<file path="config.mk">
export PLATFORM = sky130hd
export DESIGN_NAME = uart_rx
export DESIGN_NICKNAME = d
export VERILOG_FILES = /design/src/rtl/uart_rx.sv
export SDC_FILE = /design/constraint.sdc
export NUM_CORES = 1
export LEC_CHECK = 0
export CAP_MARGIN = 5
export CORE_MARGIN = 2
export CORE_UTILIZATION = 50
export DETAILED_ROUTE_END_ITERATION = 12
export GPL_TIMING_DRIVEN = 1
export PLACE_DENSITY = 0.79
export REMOVE_ABC_BUFFERS = 1
export SLEW_MARGIN = 30
export SYNTH_ARGS = -nofsm -noshare
export SYNTH_HDL_FRONTEND = slang
export SYNTH_SLANG_ARGS = --single-unit
</file>
<file path="constraint.sdc">
create_clock -name i_Clock -period 2.5 [get_ports i_Clock]
set_clock_uncertainty 0.15 [all_clocks]
set_input_delay 0.625 -clock i_Clock [delete_from_list [all_inputs] [get_ports i_Clock]]
set_output_delay 0.625 -clock i_Clock [all_outputs]
set_load 0.05 [all_outputs]
</file>
<file path="src/rtl/uart_rx.sv">
// 8N1 UART receiver: 2-flop input sync, start-edge hunt, mid-bit sampling, framing check.
// Latency: o_RX_DV about 9.5 bit periods + 3 clocks after the start-bit falling edge.
// No backpressure: o_RX_Byte is overwritten by the next good frame; DV/Frame_Err are 1-cycle pulses.
//
// Ports:
//   i_Clock      system clock, rising edge
//   i_Rst_L      synchronous active-low reset
//   i_RX_Serial  asynchronous serial line, idle high
//   o_RX_DV      1-cycle pulse, o_RX_Byte holds a new byte
//   o_RX_Byte    last correctly framed byte
//   o_Frame_Err  1-cycle pulse, stop bit sampled low
//   o_Busy       high whenever the receiver is not idle
// Optional build macro: UART_RX_MAJORITY_EN (3-sample majority vote at every sample decision).
module uart_rx #(
    parameter int CLKS_PER_BIT = 217
) (
    input  logic       i_Clock,
    input  logic       i_Rst_L,
    input  logic       i_RX_Serial,
    output logic       o_RX_DV,
    output logic [7:0] o_RX_Byte,
    output logic       o_Frame_Err,
    output logic       o_Busy
);
    localparam int             CW   = $clog2(CLKS_PER_BIT);
    localparam logic [CW-1:0]  HALF = CW'((CLKS_PER_BIT - 1) / 2);
    localparam logic [CW-1:0]  LAST = CW'(CLKS_PER_BIT - 1);

    typedef enum logic [2:0] {
        ST_IDLE,
        ST_START,
        ST_DATA,
        ST_STOP,
        ST_WAIT_HIGH
    } state_t;

    state_t          r_state, w_state_nxt;
    logic [CW-1:0]   r_cnt, w_cnt_nxt;
    logic [2:0]      r_idx, w_idx_nxt;
    logic [7:0]      r_shift, w_shift_nxt;
    logic [7:0]      r_byte, w_byte_nxt;
    logic            r_dv, w_dv_nxt;
    logic            r_ferr, w_ferr_nxt;
    logic            r_rx_meta, r_rx_s;
    logic            w_smp;

    // Synchronizer presets high so a reset never looks like a start edge.
    always_ff @(posedge i_Clock) begin
        if (!i_Rst_L) begin
            r_rx_meta <= 1'b1;
            r_rx_s    <= 1'b1;
        end else begin
            r_rx_meta <= i_RX_Serial;
            r_rx_s    <= r_rx_meta;
        end
    end

`ifdef UART_RX_MAJORITY_EN
    // Vote over the last three synchronized samples; one bad clock is outvoted.
    logic [2:0] r_vote;
    always_ff @(posedge i_Clock) begin
        if (!i_Rst_L) r_vote <= 3'b111;
        else          r_vote <= {r_vote[1:0], r_rx_s};
    end
    assign w_smp = (r_vote[0] & r_vote[1]) | (r_vote[0] & r_vote[2]) | (r_vote[1] & r_vote[2]);
`else
    assign w_smp = r_rx_s;
`endif

    always_ff @(posedge i_Clock) begin
        if (!i_Rst_L) begin
            r_state <= ST_IDLE;
            r_cnt   <= '0;
            r_idx   <= '0;
            r_shift <= '0;
            r_byte  <= '0;
            r_dv    <= 1'b0;
            r_ferr  <= 1'b0;
        end else begin
            r_state <= w_state_nxt;
            r_cnt   <= w_cnt_nxt;
            r_idx   <= w_idx_nxt;
            r_shift <= w_shift_nxt;
            r_byte  <= w_byte_nxt;
            r_dv    <= w_dv_nxt;
            r_ferr  <= w_ferr_nxt;
        end
    end

    always_comb begin
        w_state_nxt = r_state;
        w_cnt_nxt   = r_cnt;
        w_idx_nxt   = r_idx;
        w_shift_nxt = r_shift;
        w_byte_nxt  = r_byte;
        w_dv_nxt    = 1'b0;
        w_ferr_nxt  = 1'b0;
        case (r_state)
            ST_IDLE: begin
                w_cnt_nxt = '0;
                w_idx_nxt = '0;
                if (!r_rx_s) w_state_nxt = ST_START;
            end
            ST_START: begin
                // Re-check the line half a bit in so short glitches are rejected.
                if (r_cnt == HALF) begin
                    w_cnt_nxt   = '0;
                    w_idx_nxt   = '0;
                    w_state_nxt = w_smp ? ST_IDLE : ST_DATA;
                end else begin
                    w_cnt_nxt = r_cnt + CW'(1);
                end
            end
            ST_DATA: begin
                if (r_cnt == LAST) begin
                    w_cnt_nxt          = '0;
                    w_shift_nxt[r_idx] = w_smp;
                    if (r_idx == 3'd7) w_state_nxt = ST_STOP;
                    else               w_idx_nxt   = r_idx + 3'd1;
                end else begin
                    w_cnt_nxt = r_cnt + CW'(1);
                end
            end
            ST_STOP: begin
                // Leaving mid-stop-bit lets a back-to-back start edge be caught.
                if (r_cnt == LAST) begin
                    w_cnt_nxt = '0;
                    if (w_smp) begin
                        w_byte_nxt  = r_shift;
                        w_dv_nxt    = 1'b1;
                        w_state_nxt = ST_IDLE;
                    end else begin
                        w_ferr_nxt  = 1'b1;
                        w_state_nxt = ST_WAIT_HIGH;
                    end
                end else begin
                    w_cnt_nxt = r_cnt + CW'(1);
                end
            end
            ST_WAIT_HIGH: begin
                // A held-low line (break) must not produce repeated errors.
                if (r_rx_s) w_state_nxt = ST_IDLE;
            end
            default: w_state_nxt = ST_IDLE;
        endcase
    end

    assign o_RX_DV     = r_dv;
    assign o_RX_Byte   = r_byte;
    assign o_Frame_Err = r_ferr;
    assign o_Busy      = (r_state != ST_IDLE);
endmodule

</file>
==> results by group <==
Logic synthesis
  • Post-synth EDFFs: 0
  • Netlist cell types: 39
  • Avg Synthesized Cell Area: 8.37 um^2
  • Dominant synthesized flop cell: dfxtp_1
  • Synthesized instance count: 189
  • Seq cells post-synth: 34
  • Yosys top cell by area: dfxtp_1
  • Synthesis Warnings: 0
  • Syn Std Cell Area: about 1600 um^2
  • Post-synthesis sequential area ratio: 0.430
  • Ys async rst share: 0
  • Dominant cells by area after synthesis: dfxtp_1 (43%), nand2_1 (10%), mux2i_1 (7.6%)
  • Synth top area share: 0.430

Die
  • I/O pin count: 14
  • Initial Util: 0.523
  • Chip width: between 60 and 70 um
  • Row Count: 20
  • Die Span Y: ~60 um
  • Core area: ~3000 um^2
  • Die Footprint: roughly 3600 um^2

Critical path
  • R2R setup slack: ~0.5 ns
  • Critical path endpoint category: output pin
  • CP max-delay cell: clkdlybuf4s50_1
  • Delay-heaviest family, CP: buffers and inverters
  • Critical Path RT: 1.73 ns
  • Reg2reg start: r_cnt[0]$_SDFFE_PN0P_
  • Worst Path Arrival: 1.49 ns
  • Largest fanout on the critical path: 2
  • Crit path largest cell delay: slightly above 0.8 ns
  • Setup crit start kind: flip-flop
  • Reg2reg end: r_cnt[1]$_SDFFE_PN0P_
  • Setup Crit Path Kind: flip-flop to output pin
  • Critical-path cell list: clkdlybuf4s50_1
  • R2r worst-path depth: 8
  • Buf/Inv on CP: 1

GRT
  • Busiest layer in global routing: met2
  • GR Layer Usage met1: 0.247
  • GRT Util Overall: 0.197
  • Largest net degree at the start of global routing: 15
  • Initial antenna violation count: 0
  • Met3 Use GR: 0.0649
  • GRT Residual Overflow: 0
  • First-pass GRT wire length: around 5.3 mm
  • GR Layer Usage met2: 0.304
  • Vias in the first global route: roughly 1200

Power and ir drop
  • PwrDens: ~530 nW/um^2
  • Worst vdd ir: ~0.00033 V
  • Lkg Pwr: 0.649 nW

Finish
  • Layout cell share with drive strength beyond 1: 0.0936
  • N_diodes: 0
  • Final Net Count: between 200 and 250
  • Final core utilization: 0.602
  • P&R area growth vs syn: 15.1%

Clock tree
  • CTS buffer count: 5
  • Clk sink count: 34
  • CTS Hold Bufs: 0
  • Post-CTS Setup Repair Bufs: 0
  • CTS tree: built
  • Post_cts resized: 0
  • Clk buf depth: 2
  • Clk Latency, worst-skew pair: 0.33 ns
  • # H-tree levels: 2
  • Root Buffer: clkbuf_4
  • CTS clk-pin slew, worst paths: ~0.10 ns

Detailed routing
  • DRC: 0
  • Final WL: 3.10 mm
  • 1st-iter DRT viols: slightly below 50
  • DRT Pass-1 Iters: 4
  • Vias per cell: 5.44
  • Routed Antenna Nets: 0
  • Total number of vias: approximately 1300
  • WL per Instance: around 13 um

Hold path
  • Hold path depth: 1
  • WHS Endpoint: r_rx_s$_SDFF_PN1_
  • Worst hold start: r_rx_meta$_SDFF_PN1_
  • Worst hold path class: flip-flop to flip-flop

Placement
  • Post-DP HPWL: between 2 and 2.5 mm
  • Gpl congestion: 0.866
  • PortBufs: 13

Timing
  • Fmax: roughly 0.44 GHz
  • Max Slew Vio Count: 0
  • RSZ-0062 raised after global routing: no
  • Setup tns final: 0 ns
  • Final Hold Viols: 0
  • Final Setup Violations: 0
  • Final period util: 0.908
  • Least-Margin Pin Slew: ~0.5 ns
  • Slew headroom: 0.665
  • Min cycle time layout: approximately 2.3 ns

Job
  • Max-cap viol count: 0

Run status
  • Status: completed
worst reg2reg max path: stages, from the launching register on:
cell	delay, ns
dfxtp_1	0.36
inv_1	0.07
ha_1	0.16
nand2_1	0.11
o41ai_2	0.40
o22ai_1	0.20
buf_4	0.21
a22oi_1	0.16
nor2_1	0.06
cells in the final DEF (no fill, tap or decap), types with 2 or more instances in the layout:
master,n
clkdlybuf4s50_1,12
dfxtp_1,34
or2_2,2
nor3b_2,2
nand3_1,13
nand2_1,42
nor2_1,13
nand4b_1,2
inv_1,5
clkbuf_4,5
mux2i_1,12
buf_4,4
clkbuf_1,2
nand4_1,4
or3_1,2
nor3_1,6
ha_1,4
nand2b_1,3
a21oi_1,10
a31oi_1,4
nand3b_1,2
registers in the layout (all words and copies together), names as in the netlist:
| signal | flops |
|---|---|
| o_RX_Byte | 8 |
| r_cnt | 8 |
| r_rx_s | 1 |
| o_Frame_Err | 1 |
| o_RX_DV | 1 |
| r_idx | 3 |
| r_rx_meta | 1 |
| r_shift | 8 |
| r_state | 3 |
cells by family after synthesis:
family,Yosys count,synth area share
buffers and inverters,15,0.0379
multiplexers,12,0.0759
adder cells (fa/ha/maj),4,0.0316
XOR/XNOR,2,0.0111
AND/OR/NAND/NOR,99,0.316
AO/OA/AOI/OAI,23,0.0972
flip-flops,34,0.430
report_power, final:
group / switching [mW] / internal, mW
combinational: 0.0200 / 0.0129
sequential: 0.00386 / 0.544
clock: 0.176 / 0.212
total: 0.200 / 0.769
cells in the mapped netlist (all sizes together) (3+ instances only):
master / number
a21oi: 10
a31oi: 4
buf: 4
clkbuf: 6
dfxtp: 34
ha: 4
inv: 5
mux2i: 12
nand2: 42
nand2b: 3
nand3: 13
nand4: 4
nor2: 14
nor3: 8
or3: 3
final cells by class:
class	count	area (um^2)
fillers	274	1210
multi-input cells	140	842
flip-flops and latches	34	681
repair buffers	16	150
well taps	44	55.1
clock buffers	7	45.0
clock inverters	1	30.0
inverters	5	18.8
layer usage:
| metal | share of wire | up-vias |
|---|---|---|
| li1 | - | 686 |
| met1 | 0.45 | 622 |
| met2 | 0.48 | 30 |
| met3 | 0.055 | 6 |
| met4 | 0.015 | 0 |
| met5 | 0 | - |
stage by stage:
stage / worst slack, ns / hold WS [ns] / instance area [um^2] / cells / total power, mW
floorplan: 0.476 / 0.236 / 1540 / 179 / 0.578
global placement: 0.354 / 0.249 / 1750 / 239 / 0.592
detailed placement: 0.268 / 0.253 / 1750 / 239 / 0.593
CTS: 0.204 / 0.282 / 1820 / 247 / 0.980
global route: 0.156 / 0.297 / 1820 / 247 / 1.01
finish: 0.231 / 0.272 / 1820 / 247 / 0.969
worst max path at each step:
stage | from | to | cells after the start
after floorplan | r_cnt[0]$_SDFFE_PN0P_ | r_state[1]$_SDFFE_PN0P_ | 7
after global placement | i_Rst_L | r_state[1]$_SDFFE_PN0P_ | 4
after detailed placement | i_Rst_L | r_state[1]$_SDFFE_PN0P_ | 4
after CTS | o_RX_Byte[3]$_SDFFE_PN0P_ | o_RX_Byte[3] | 1
after global routing | o_RX_Byte[6]$_SDFFE_PN0P_ | o_RX_Byte[6] | 1
final | o_RX_Byte[3]$_SDFFE_PN0P_ | o_RX_Byte[3] | 1
Note: power is estimated with default switching activity, not from simulation.
